## config.mk

```make
export PLATFORM = sky130hd
export DESIGN_NAME = regwb_ctrl
export DESIGN_NICKNAME = d
export VERILOG_FILES = /design/src/rtl/regwb_ctrl.sv
export SDC_FILE = /design/constraint.sdc
export NUM_CORES = 1
export LEC_CHECK = 0
export BUFFER_PORTS_ARGS = -buffer_cell sky130_fd_sc_hd__buf_4
export CAP_MARGIN = 20
export CORE_MARGIN = 4
export CORE_UTILIZATION = 48
export DETAILED_ROUTE_END_ITERATION = 8
export PLACE_DENSITY = 0.76
export SETUP_SLACK_MARGIN = 0.02
export SLEW_MARGIN = 10
export SYNTH_ARGS = -nofsm -noshare
export SYNTH_HDL_FRONTEND = slang
export SYNTH_SLANG_ARGS = --single-unit
```

## constraint.sdc

```tcl
create_clock -name clk -period 3.2 [get_ports clk]
set_clock_uncertainty 0.1 [all_clocks]
set_input_delay 0.32 -clock clk [delete_from_list [all_inputs] [get_ports clk]]
set_output_delay 0.32 -clock clk [all_outputs]
set_load 0.03 [all_outputs]
```

## src/rtl/regwb_ctrl.sv

```systemverilog
// regwb_ctrl: register-bank writeback arbiter.
//
// Merges ALU results (no backpressure, strict priority) with load results
// that are staged in an in-order FIFO of LD_DEPTH entries. Tracks loads in
// flight with a pending bitmap and counts cycles a buffered load was held
// off by the ALU.
//
// Ports
//   clk, rst_n                  clock, asynchronous active-low reset
//   alu_valid, alu_rd, alu_data ALU result (alu_rd=0 is treated as no request)
//   ld_valid, ld_rd, ld_data    load result offered; ld_ready = buffer not full
//   iss_valid, iss_rd           load issue; marks destination pending in busy
//   busy                        pending-load bitmap, bit i = register i
//   rd, write_data, reg_write   registered register-bank write port
//   stall_cnt                   saturating count of ALU-over-load arbitration losses
module regwb_ctrl #(
    parameter int LD_DEPTH = 2
) (
    input  logic        clk,
    input  logic        rst_n,
    input  logic        alu_valid,
    input  logic [4:0]  alu_rd,
    input  logic [31:0] alu_data,
    input  logic        ld_valid,
    output logic        ld_ready,
    input  logic [4:0]  ld_rd,
    input  logic [31:0] ld_data,
    input  logic        iss_valid,
    input  logic [4:0]  iss_rd,
    output logic [31:0] busy,
    output logic [4:0]  rd,
    output logic [31:0] write_data,
    output logic        reg_write,
    output logic [7:0]  stall_cnt
);

    localparam int AW = $clog2(LD_DEPTH);

    // FIFO storage and pointers (extra MSB distinguishes full from empty)
    logic [4:0]  fifo_rd_q   [LD_DEPTH];
    logic [31:0] fifo_data_q [LD_DEPTH];
    logic [AW:0] wr_ptr_q, wr_ptr_d;
    logic [AW:0] rd_ptr_q, rd_ptr_d;

    logic [4:0]  rd_q, rd_d;
    logic [31:0] wdata_q, wdata_d;
    logic        we_q, we_d;
    logic [31:0] busy_q, busy_d;
    logic [7:0]  stall_q, stall_d;

    logic        alu_req;
    logic        empty;
    logic        full;
    logic        accept;
    logic        push;
    logic        pop;
    logic [4:0]  head_rd;
    logic [31:0] head_data;

    assign alu_req   = alu_valid && (alu_rd != 5'd0);
    assign empty     = (wr_ptr_q == rd_ptr_q);
    assign full      = (wr_ptr_q[AW] != rd_ptr_q[AW]) &&
                       (wr_ptr_q[AW-1:0] == rd_ptr_q[AW-1:0]);
    // Readiness depends only on registered occupancy, so a full buffer
    // refuses a load even in the cycle it pops.
    assign ld_ready  = !full;
    assign accept    = ld_valid && ld_ready;
    assign push      = accept && (ld_rd != 5'd0);
    assign pop       = !alu_req && !empty;
    assign head_rd   = fifo_rd_q[rd_ptr_q[AW-1:0]];
    assign head_data = fifo_data_q[rd_ptr_q[AW-1:0]];

    always_comb begin
        wr_ptr_d = wr_ptr_q;
        rd_ptr_d = rd_ptr_q;
        rd_d     = rd_q;
        wdata_d  = wdata_q;
        we_d     = 1'b0;
        busy_d   = busy_q;
        stall_d  = stall_q;

        if (push) begin
            wr_ptr_d = wr_ptr_q + 1'b1;
        end

        if (alu_req) begin
            rd_d    = alu_rd;
            wdata_d = alu_data;
            we_d    = 1'b1;
            if (!empty && (stall_q != 8'hFF)) begin
                stall_d = stall_q + 8'd1;
            end
        end else if (pop) begin
            rd_d     = head_rd;
            wdata_d  = head_data;
            we_d     = 1'b1;
            rd_ptr_d = rd_ptr_q + 1'b1;
        end

        // Clear first so a same-edge issue to the same register wins.
        if (pop) begin
            busy_d[head_rd] = 1'b0;
        end
        if (iss_valid && (iss_rd != 5'd0)) begin
            busy_d[iss_rd] = 1'b1;
        end
        busy_d[0] = 1'b0;
    end

    always_ff @(posedge clk or negedge rst_n) begin
        if (!rst_n) begin
            wr_ptr_q <= '0;
            rd_ptr_q <= '0;
            rd_q     <= '0;
            wdata_q  <= '0;
            we_q     <= 1'b0;
            busy_q   <= '0;
            stall_q  <= '0;
        end else begin
            wr_ptr_q <= wr_ptr_d;
            rd_ptr_q <= rd_ptr_d;
            rd_q     <= rd_d;
            wdata_q  <= wdata_d;
            we_q     <= we_d;
            busy_q   <= busy_d;
            stall_q  <= stall_d;
        end
    end

    // Payload storage needs no reset: entries are only read between
    // the write and read pointers.
    always_ff @(posedge clk) begin
        if (push) begin
            fifo_rd_q[wr_ptr_q[AW-1:0]]   <= ld_rd;
            fifo_data_q[wr_ptr_q[AW-1:0]] <= ld_data;
        end
    end

    assign rd         = rd_q;
    assign write_data = wdata_q;
    assign reg_write  = we_q;
    assign busy       = busy_q;
    assign stall_cnt  = stall_q;

endmodule

```

-- Word-level counts from Yosys, hierarchy flattened
Memories as Yosys holds them, arrays and structs flattened.
Index checks and enable logic that the tools add are counted.
- $lt $le $gt $ge: 4
- reductions and logical operators: 18
- equal/unequal tests: 4
- div/mod/pow operators: 0
- shifts and indexed selects: 0
- multiply operators: 0
- multiplexer cells: 14
- add/subtract/negate cells: 3
- bitwise logic cells: 4
- operators by type and width (operator ; number):
    32-bit two-way mux ; 4
    32-bit bitwise AND ; 1
    32-bit inverter ; 1
    32-bit OR ; 1
    5-bit nonzero test ; 3
    5-bit by 6-bit less-than comparator with 1-bit output, second input constant ; 2
    1-bit demux with 5-bit select ; 2
    5-bit by 1-bit greater-or-equal comparator with 1-bit output, second input constant ; 2
    5-bit two-way mux ; 2
    1-bit logical AND ; 9
    8-bit by 1-bit adder with 8-bit output, second input constant ; 1
    8-bit inequality test, second input constant ; 1
    1-bit two-way mux ; 6
    2-bit by 1-bit adder with 2-bit output, second input constant ; 2
    2-bit AND reduction ; 2
    1-bit logical NOT ; 3
    2-bit == test ; 1
    2-bit nonzero test ; 1
    1-bit == test ; 1
    1-bit inequality test ; 1
    1-bit inverter ; 1
- bits in registers: 81
- output and inout bits: 79
- memory bits (read-only): 0
- memory bits (writable): 74
- memories: 2
- bits in latches: 0
- memory list (name ; depth ; bits a word ; read ports ; clocked after Yosys merged registers in ; wr ports ; RTL line ; source):
    fifo_data_q ; 2 ; 32 ; 1 ; 0 ; 1 ; 41 ; logic [31:0] fifo_data_q [LD_DEPTH];
    fifo_rd_q ; 2 ; 5 ; 1 ; 0 ; 1 ; 40 ; logic [4:0] fifo_rd_q [LD_DEPTH];

-- Longest topological paths before layout
Gate-level depths: netlist of run 1.
An unclocked memory read counts as a cell.
- depth after elaboration: 10
- mapped depth: 7
- depth with buffers taken out: 4

-- Worst setup path after synthesis of run 1
OpenSTA, ideal clock, no wires.
- kind: register to register
- start point: reg rd_ptr_q[0]
- end point: mem fifo_data_q[0][0], enable pin
- arrival time: 2.861 ns
- setup slack: -0.192 ns
- data required time: 2.669 ns
- clock period less this slack: 3.392 ns
- stages on the path, launching flop included: 6
- path through: dfrtp_1 -> buf_2 -> xor2_1 -> nand2b_1 -> o211ai_1 -> nor2_1
- longest elaborated chain between the ends: 7
- ends and longest elaborated chain (item ; RTL line ; source):
    start, declared ; 43 ; logic [AW:0] rd_ptr_q, rd_ptr_d;
    start signal, assigned ; 121 ; rd_ptr_q <= rd_ptr_d;
    1-bit == test ; 63 ; (wr_ptr_q[AW-1:0] == rd_ptr_q[AW-1:0]);
    1-bit logical AND ; 62 ; assign full = (wr_ptr_q[AW] != rd_ptr_q[AW]) &&
    1-bit logical NOT ; 66 ; assign ld_ready = !full;
    net ld_ready ; 25 ; output logic ld_ready,
    1-bit logical AND ; 67 ; assign accept = ld_valid && ld_ready;
    1-bit logical AND ; 68 ; assign push = accept && (ld_rd != 5'd0);
    1-bit two-way mux ; 133 ; if (push) begin
    1-bit two-way mux (not written as such) ; 135 ; fifo_data_q[wr_ptr_q[AW-1:0]] <= ld_data;
    end, declared ; 41 ;
The timed path passes the listed nets, and every way through them passes these cells.

-- Worst setup path in the final report of run 1
- start point: reg rd_ptr_q[0]
- end point: reg busy_q[1] (netlist: busy[1])
- longest elaborated chain between the ends: 10
- elaborated cells between the ends (all ways): 14
- classes of those cells: 2 x order compare; 1 x eq/ne; 4 x mux; 3 x bitwise; 3 x reduce/logical; 1 x memory
- ends and longest elaborated chain (item ; RTL line ; source):
    memory 2 x 5 bit ; -- ;
    5-bit by 6-bit less-than comparator with 1-bit output (not written as such) / 5-bit by 1-bit greater-or-equal comparator with 1-bit output (equally long branches) ; 102 ; busy_d[head_rd] = 1'b0;
    1-bit logical AND (not written as such) ; 102 ;
    1-bit two-way mux (not written as such) ; 102 ;
    1-bit demux with 5-bit select ; 102 ;
    32-bit inverter (no line) ; -- ;
    32-bit bitwise AND (no line) ; -- ;
    32-bit two-way mux * ; 101 ; if (pop) begin
    32-bit OR (no line) ; -- ;
    32-bit two-way mux * ; 104 ; if (iss_valid && (iss_rd != 5'd0)) begin
    net busy_d[1] ; 48 ; logic [31:0] busy_q, busy_d;
    end signal, assigned ; 125 ; busy_q <= busy_d;
    end, declared ; 48 ;
The timed path passes the listed nets; every way through them passes the cells marked *.
A chain may end at the register's enable or synchronous reset.

==> summary.txt, run 1 <==
Timing
  • Tmin final: 2.616 ns
  • Least-Margin Pin Slew: 0.7130 ns
  • Final Hold Violating Endpoints: 0
  • Slew HR: 51.11%
  • Maximum clock rate: about 0.38 GHz
  • RSZ-0062 raised after global routing: false
  • Final setup vio count: 0
  • Setup_tns: 0 ns
  • Final Cycle Share: between 80% and 90%
  • Final Max Tran Viols: 0

Global route
  • Initial antenna violation count: 0
  • Total grt overflow: 0
  • M3 GR Usage: 8.265%
  • Routing usage on met2: 40.00%
  • Met1 GRT Util: 28.95%
  • Vias in the first global route: 5509
  • Largest net degree at the start of global routing: between 80 and 90
  • GRT busiest layer: met2
  • Global-route wire length before repair: 28.08 mm
  • GRT Overall Usage: 23.91%

CTS
  • Clock Latency Late Sink: 0.42 ns
  • Root buffer cell: clkbuf_16
  • Post-CTS setup buffer count: 0
  • Clock slew at reported path FFs: 0.06 ns
  • Clk sinks: between 150 and 200
  • H-tree levels: 4
  • CTS tree: yes
  • TritonCTS buffer count: 17
  • Clk buf depth: 2

Place
  • Area after DPL: 7848 um^2
  • Final HPWL DP: 11.29 mm
  • Gp weighted congestion: 0.8342
  • PortBufs: 161

Yosys
  • Share of the yosys chip area belonging to registers: 65.69%
  • Synth Cell Area: 6469 um^2
  • EDFF count, synth: between 70 and 80
  • Share of the synthesized area in the top cell type: about 34%
  • Area share of fa/ha/maj cells after synthesis: 0.1934%
  • Yosys reg bits: 155
  • Synth Area in Compound Gates: between 15 and 20%
  • Largest family of logic cells by synthesized area: compound AO/OA/AOI/OAI gates
  • Dominant synthesized flop cell: dfrtp_1
  • Simple-gate share of the synthesized area: 7.485%
  • Synthesized net count: ~600
  • Area contributors post-synth: edfxtp_1 34%, dfrtp_1 31%, o21ai_0 11%
  • Post-synth ARST share: between 50 and 60%
  • Number of synthesis warnings: 0
  • Synth unique cells: 36
  • Mapped Cells: between 500 and 600
  • Yosys top cell by area: edfxtp_1
  • Mux contribution to synthesized area: ~7.3%
  • Post-Synth XOR/XNOR Area: 1.354%
  • Syn Area/Cell: 12.44 um^2

Job
  • Max-cap check violation count: 0

Hold path
  • Hold-critical path endpoint: write_data[30]
  • Worst Hold Launch: alu_data[30]
  • HP Class: input pin to flip-flop
  • Hold Crit Depth: 3

Route
  • Starting DRC count in detailed routing: 478
  • DR pass1 iterations: 5
  • DRC violations left: 0
  • Vias per Instance: 5.650
  • Post-Route WL: 17.71 mm
  • ANT nets after route: 0
  • Total number of vias: about 5.2k
  • Post-DR wirelength/cell: about 19 um

Critical path
  • Reg2Reg Capture Point: busy[1]
  • Startpoint class of the critical path: flip-flop
  • Req. time, crit path: 3.37 ns
  • R2r setup slk: 0.58 ns
  • Crit Path Category: flip-flop to flip-flop
  • Crit Path Max Fanout: 33
  • Origin of the critical flop-to-flop path: rd_ptr_q[0]
  • Worst Reg-to-Reg Cells: 5
  • Worst setup EP type: flip-flop
  • Crit path arrival time: 2.79 ns

Cells and area
  • Final core occ: between 60% and 70%
  • Area Overhead vs Synth: 41.72%
  • Most common cell after layout, fill and taps aside: buf_4
  • Layout net count: 823
  • Most used cells in the layout excluding fill and tap cells: 170 x buf_4, 139 x o21ai_0, 80 x dfrtp_1
  • Number of diodes: 0
  • Final Cell Area: 9168 um^2
  • Layout cells sized above 1: ~30%

Die
  • Starting density of the core: 48.85%
  • Die Width: 124.1 um
  • Io pins: 163
  • Die H: between 100 and 150 um
  • FP Rows: 42
  • Die ar.: roughly 15000 um^2
  • Core Footprint: 13240 um^2

Pwr
  • Pwr Density: 1108 nW/um^2
  • Static leakage: 3.803 nW
  • Worst vdd ir: 0.5650 mV

Outcome
  • Status: finished, final reports clean
[through the flow]
| step | hold slack [ns] | power (mW) | instances | setup WS (ns) |
|---|---|---|---|---|
| 6_report | 0.01234 | 10.16 | 927 | 0.5836 |
| 5_1_grt | 0.006961 | 10.74 | 927 | 0.4064 |
| 4_1_cts | 0.001241 | 10.14 | 924 | 0.5916 |
| 3_5_place_dp | 0.3960 | 7.877 | 834 | 0.6338 |
| 3_3_place_gp | 0.3826 | 7.743 | 834 | 0.7858 |
| 2_1_floorplan | -0.07559 | 6.123 | 520 | 0.4102 |
[final cells by class]
type | count | area, um^2
Clock buffer | 31 | 644.4
Clock inverter | 1 | 30.03
Fill cell | 968 | 4075
Multi-Input combinational cell | 332 | 2081
Sequential cell | 155 | 4250
Tap cell | 176 | 220.2
Timing Repair Buffer | 232 | 1942
[synthesized netlist by cell type (7+ instances only)]
library cell  count
o41ai_1          27
mux2_2            9
mux2i_1          37
o21ai_0         139
dfrtp_1          81
clkbuf_1         21
nor2_1           12
nand2_1          46
edfxtp_1         74
nand3_1          12
buf_2             7
xor2_1            8
[registers in the layout (all words and copies together) (netlist names)]
signal	count
reg_write	1
rd	5
fifo_data_q	64
rd_ptr_q	2
write_data	32
stall_cnt	8
wr_ptr_q	2
fifo_rd_q	10
busy	31
[worst max path at each step]
| stage | start | end | slack (ns) |
|---|---|---|---|
| after floorplan | rd_ptr_q[0] | fifo_data_q[0][0] | 0.41 |
| after global placement | rd_ptr_q[0] | busy[3] | 0.79 |
| after detailed placement | rd_ptr_q[0] | busy[3] | 0.63 |
| after CTS | rd_ptr_q[0] | busy[1] | 0.59 |
| after global routing | rd_ptr_q[0] | busy[28] | 0.41 |
| final | rd_ptr_q[0] | busy[1] | 0.58 |
[where the power goes]
| part | internal (mW) | switching [mW] | total [mW] |
|---|---|---|---|
| combinational | 1.56 | 2.99 | 4.55 |
| clock | 1.43 | 0.765 | 2.20 |
| sequential | 2.94 | 0.471 | 3.41 |
[logic make-up after synthesis]
family	after synthesis
compound gates	175
xor+xnor	10
fa+ha+maj	1
buf+inv	33
flops	155
mux	46
other cells	1
simple gates	99
[routing by layer]
metal  wire length, um  vias up
met5                 0        -
met4               327        0
met3              1600       34
met2              8970      234
met1              6814     2570
li1                  -     2400
[worst max-delay path, cell delays in order, from the launching register on]
cell	delay (ns)
dfrtp_2	0.60
buf_4	0.55
mux2i_1	0.46
nand3_1	0.21
o41ai_1	0.39
o21ai_0	0.17
[repair_timing]
action                                 4_1_cts  5_1_grt
hold buffers                                58        1
endpoints found under the hold margin       95       31
gates resized for setup                      0        0
(Power assumes the default switching activity.)
==> run 2, diff against run 1 <==
--- a/config.mk
+++ b/config.mk
@@ -8,7 +8,7 @@
 export BUFFER_PORTS_ARGS = -buffer_cell sky130_fd_sc_hd__buf_4
 export CAP_MARGIN = 20
 export CORE_MARGIN = 4
-export CORE_UTILIZATION = 48
+export CORE_UTILIZATION = 50
 export DETAILED_ROUTE_END_ITERATION = 8
 export PLACE_DENSITY = 0.76
 export SETUP_SLACK_MARGIN = 0.02
==> constraint.sdc (replaced) <==
create_clock -name clk -period 2.42 [get_ports clk]
set_clock_uncertainty 0.1 [all_clocks]
set_input_delay 0.242 -clock clk [delete_from_list [all_inputs] [get_ports clk]]
set_output_delay 0.242 -clock clk [all_outputs]
set_load 0.03 [all_outputs]
==> summary.txt, run 2 (same netlist as run 1, synthesis figures left out) <==
Pwr
  • Static leakage: 3.902 nW
  • Worst vdd ir: 0.9037 mV
  • Pwr Density: ~1500 nW/um^2
  • Overall power: about 14 mW

Route
  • Post-Route WL: 18.74 mm
  • Total number of vias: 5438
  • Post-DR wirelength/cell: 19.77 um
  • DRC violations left: 0
  • Vias per Instance: 5.736
  • Starting DRC count in detailed routing: 572
  • ANT nets after route: 0
  • DR pass1 iterations: 5

Hold path
  • Hold-critical path endpoint: rd[1]
  • HP Class: input pin to flip-flop
  • Worst Hold Launch: alu_valid
  • Hold Crit Depth: 3

Global route
  • Vias in the first global route: about 5.6k
  • GRT Overall Usage: 25.93%
  • Global-route wire length before repair: 29.55 mm
  • Largest net degree at the start of global routing: 70
  • Total grt overflow: 0
  • Initial antenna violation count: 1

Place
  • DP Worst Slack: 0.1172 ns
  • Gp weighted congestion: approximately 0.85
  • PortBufs: 161
  • Cells after DPL: roughly 840
  • Final HPWL DP: 11.34 mm

Critical path
  • R2r setup slk: 0.11 ns
  • Origin of the critical flop-to-flop path: rd_ptr_q[0]
  • Crit Path Max Fanout: 24
  • Crit path arrival time: 2.48 ns
  • Worst Reg-to-Reg Cells: 5
  • Startpoint class of the critical path: flip-flop
  • Req. time, crit path: about 2.6 ns
  • Worst setup EP type: flip-flop
  • Reg2Reg Capture Point: busy[14]
  • Crit Path Category: flip-flop to flip-flop

Die
  • Die ar.: about 15000 um^2
  • Starting density of the core: 51.26%
  • Io pins: 163
  • Die H: between 100 and 150 um
  • Core Footprint: 12620 um^2
  • Die Width: 121.7 um
  • FP Rows: 41

CTS
  • TritonCTS buffer count: 17
  • Post-CTS setup buffer count: 0
  • Clk buf depth: 2
  • Clock slew at reported path FFs: 0.07 ns
  • Clock Latency Late Sink: 0.41 ns
  • Root buffer cell: clkbuf_16
  • CTS tree: yes
  • H-tree levels: 4
  • Clk sinks: 155

Cells and area
  • Most common cell after layout, fill and taps aside: buf_4
  • Final core occ: 74.64%
  • Layout cells sized above 1: 30.19%
  • Max FFs per register: 64
  • Area Overhead vs Synth: 45.61%
  • Non-filler instance count after layout: 948
  • Most used cells in the layout excluding fill and tap cells: 175 x buf_4, 139 x o21ai_0, 80 x dfrtp_1
  • Layout net count: 847

Job
  • Max-cap check violation count: 0

Timing
  • Setup_tns: 0 ns
  • RSZ-0062 raised after global routing: false
  • Final Max Tran Viols: 0
  • Maximum clock rate: 0.4332 GHz
  • Tmin final: about 2.3 ns
  • Final setup margin: 0.1115 ns
  • Final Hold Violating Endpoints: 0
  • Slew HR: 63.21%
  • Final setup vio count: 0
  • Least-Margin Pin Slew: 0.5506 ns
  • Final Cycle Share: 95.39%

Outcome
  • Status: finished, final reports clean
==> run 2: cell types whose count changed in the layout (fill, tap and decap cells not counted), sizes merged <==
cell / previous run / this run
clkbuf: 31 / 26
clkinv: 0 / 3
buf: 173 / 178
dlygate4sd3: 59 / 78
diode: 0 / 1
bufinv: 1 / 2
inv: 0 / 1
==> run 2: cell type report <==
class | count | area (um^2)
fillers | 814 | 3201
well taps | 172 | 215.2
flip-flops and latches | 155 | 4250
multi-input cells | 332 | 2115
repair buffers | 256 | 2153
diodes | 1 | 2.502
clock buffers | 26 | 595.6
clock inverters | 6 | 87.58
==> run 2: critical path: stages (launching register included) <==
cell     delay (ns)
dfrtp_2        0.38
buf_4          0.37
mux2i_1        0.39
nand2_1        0.32
o41ai_1        0.45
o21ai_0        0.17
==> run 2: report_power, final <==
group	switching, mW	internal (mW)
Clock	1.03	1.92
Combinational	4.11	2.21
Sequential	0.596	3.89
Total	5.73	8.01
==> run 2: worst max-delay path by stage <==
stage                 from                 to  slack [ns]  depth (start not counted)
2_1_floorplan  rd_ptr_q[0]  fifo_data_q[0][0]        0.12                          5
3_3_place_gp   wr_ptr_q[1]  fifo_data_q[0][4]        0.17                          4
3_5_place_dp   wr_ptr_q[1]  fifo_data_q[0][4]        0.12                          4
4_1_cts          alu_rd[2]     write_data[30]        0.04                          7
5_1_grt        rd_ptr_q[0]           busy[20]        0.02                          5
6_report       rd_ptr_q[0]           busy[14]        0.11                          5
==> run 2: metal layers <==
layer / vias to the layer above / track usage (%) / part of all wire, %
met4: 0 / 7.983 / 1.8
met5: - / 0 / 0
li1: 2443 / - / -
met3: 34 / 6.871 / 8.1
met2: 266 / 45.51 / 52
met1: 2695 / 31.40 / 38
==> run 2: what timing repair did <==
item                       CTS  global route
resized for setup            0             6
hold endpoints to repair   151             0
setup endpoints to repair    0            43
hold buffers                78             0
==> run 2: metrics by stage <==
step                      area (um^2)  hold slack, ns
after detailed placement         7901          0.1730
after global routing             9419         0.03349
after global placement           7901          0.1563
after CTS                        9365        0.005526
final                            9419         0.03219
after floorplan                  6480         -0.1536
==> run 3, diff against run 2 <==
--- a/config.mk
+++ b/config.mk
@@ -7,10 +7,12 @@
 export LEC_CHECK = 0
 export BUFFER_PORTS_ARGS = -buffer_cell sky130_fd_sc_hd__buf_4
 export CAP_MARGIN = 20
+export CELL_PAD_IN_SITES_DETAIL_PLACEMENT = 1
+export CELL_PAD_IN_SITES_GLOBAL_PLACEMENT = 2
 export CORE_MARGIN = 4
-export CORE_UTILIZATION = 50
+export CORE_UTILIZATION = 35
 export DETAILED_ROUTE_END_ITERATION = 8
-export PLACE_DENSITY = 0.76
+export PLACE_DENSITY_LB_ADDON = 0.1
 export SETUP_SLACK_MARGIN = 0.02
 export SLEW_MARGIN = 10
 export SYNTH_ARGS = -nofsm -noshare
==> summary.txt, run 3 (same netlist as run 1, synthesis figures left out) <==
Global route
  • Total grt overflow: 0
  • Vias in the first global route: 5656
  • Largest net degree at the start of global routing: between 60 and 70
  • GRT Overall Usage: 19.31%
  • GRT busiest layer: met2
  • Initial antenna violation count: 0
  • Met1 GRT Util: 25.93%
  • Global-route wire length before repair: between 30 and 40 mm
  • Routing usage on met2: 31.60%
  • M3 GR Usage: about 5.0%

Die
  • Io pins: roughly 160
  • Core Footprint: 18090 um^2
  • FP Rows: 49
  • Starting density of the core: 35.77%
  • Die H: 144.0 um
  • Die Width: 144.0 um
  • Die ar.: 20720 um^2

CTS
  • Root buffer cell: clkbuf_16
  • Clock Latency Late Sink: about 0.42 ns
  • Clk buf depth: 2
  • TritonCTS buffer count: 17
  • Clock slew at reported path FFs: approximately 0.060 ns
  • H-tree levels: 4
  • Post-CTS setup buffer count: 0
  • CTS tree: yes
  • Clk sinks: 155

Timing
  • Least-Margin Pin Slew: between 0.7 and 0.8 ns
  • Final Hold Violating Endpoints: 0
  • Slew HR: 52.93%
  • Setup_tns: 0 ns
  • RSZ-0062 raised after global routing: true
  • Tmin final: around 2.3 ns
  • Final setup vio count: 0
  • Final Max Tran Viols: 0
  • Maximum clock rate: 0.4368 GHz
  • Final Cycle Share: 94.59%

Critical path
  • Crit Path Category: input pin to flip-flop
  • Startpoint class of the critical path: input pin
  • Crit path arrival time: 2.46 ns
  • Req. time, crit path: 2.59 ns
  • Crit Path Max Fanout: 32
  • Worst setup EP type: flip-flop

Route
  • Vias per Instance: slightly above 5
  • ANT nets after route: 0
  • DRC violations left: 0
  • Post-Route WL: 19.56 mm
  • Starting DRC count in detailed routing: 258
  • Post-DR wirelength/cell: 19.42 um
  • Total number of vias: 5144
  • DR pass1 iterations: 6

Cells and area
  • Layout net count: 850
  • Most common cell after layout, fill and taps aside: buf_4
  • Area Overhead vs Synth: 45.84%
  • Max FFs per register: 64
  • Filler Cells Inserted: 1872
  • Number of diodes: 0
  • Most used cells in the layout excluding fill and tap cells: 175 x buf_4, 139 x o21ai_0, 80 x dfrtp_1
  • Layout cells sized above 1: a little over 30%

Pwr
  • Seq pwr share: between 30% and 40%
  • Net switching power: about 5.7 mW
  • Switching Share: 42.33%
  • Combinational share of power: between 40% and 50%
  • Static leakage: around 3.9 nW
  • Pwr Density: between 1000 and 1500 nW/um^2
  • Int Pwr: 7.776 mW
  • Clock power frac: 20.0%
  • Overall power: between 10 and 15 mW
  • Worst vdd ir: 0.7362 mV

Outcome
  • Status: finished, final reports clean

Place
  • Gp weighted congestion: around 0.79
  • Final HPWL DP: 12.85 mm
  • PortBufs: 161

Hold path
  • HP Class: input pin to flip-flop

Job
  • Max-cap check violation count: 0
==> run 3: final cells by class <==
class	count	area (um^2)	share of cell area, %
clock inverters	11	146.4	1.552
well taps	229	286.5	3.037
flip-flops and latches	155	4250	45.05
repair buffers	258	2167	22.97
multi-input cells	333	2133	22.61
clock buffers	21	450.4	4.775
==> run 3: metal layers <==
metal  up-vias  routed length, um  part of all wire, %
li1       2448                  -                    -
met1      2553               8978                   46
met2       127               9459                   48
met3        16                896                  4.6
met4         0                226                  1.2
met5         -                  0                    0
==> run 3: final timing paths <==
path / from / endpoint / slack (ns) / depth (start not counted)
setup / recovery: alu_rd[2] / busy[18] / 0.13 / 6
hold / removal: alu_valid / rd[4] / 0.06 / 3
setup reg to reg: wr_ptr_q[0] / fifo_data_q[0][4] / 0.17 / 5
hold reg to reg: busy[8] / busy[8] / 0.42 / 2
max in group asynchronous: rst_n / wr_ptr_q[0] / 1.30 / 3
min in group asynchronous: rst_n / busy[13] / 0.26 / 2
==> run 3: metrics by stage <==
stage,setup WS [ns],area [um^2],utilization [%],std cells,hold WS (ns)
after global routing,0.01384,9434,52.16,1007,0.08032
final,0.1309,9434,52.16,1007,0.06291
after CTS,0.03539,9405,52.00,1006,0.02988
after detailed placement,0.1166,8018,44.33,895,0.1958
after global placement,0.1904,8018,44.33,895,0.1891
after floorplan,0.1157,6480,-,520,-0.1536
==> run 3: worst max-delay path, cell delays in order <==
cell	delay, ns
dlygate4sd3_1	0.55
buf_4	0.14
or4_4	0.55
o21a_4	0.35
o41ai_1	0.44
o21ai_0	0.17
==> run 3: timing repair <==
action | in CTS | in global routing
hold endpoints to repair | 150 | 0
hold buffers | 79 | 0
setup endpoints to repair | 0 | 19
gates resized for setup | 0 | 6
==> run 3: power by group through the flow <==
stage | clock network, mW | registers, mW | logic (mW)
after floorplan | 0 | 5.62 | 2.49
after global placement | 0 | 4.49 | 6.15
after detailed placement | 0 | 4.53 | 6.25
after CTS | 2.77 | 4.50 | 6.37
after global routing | 2.90 | 4.62 | 6.89
final | 2.70 | 4.49 | 6.30
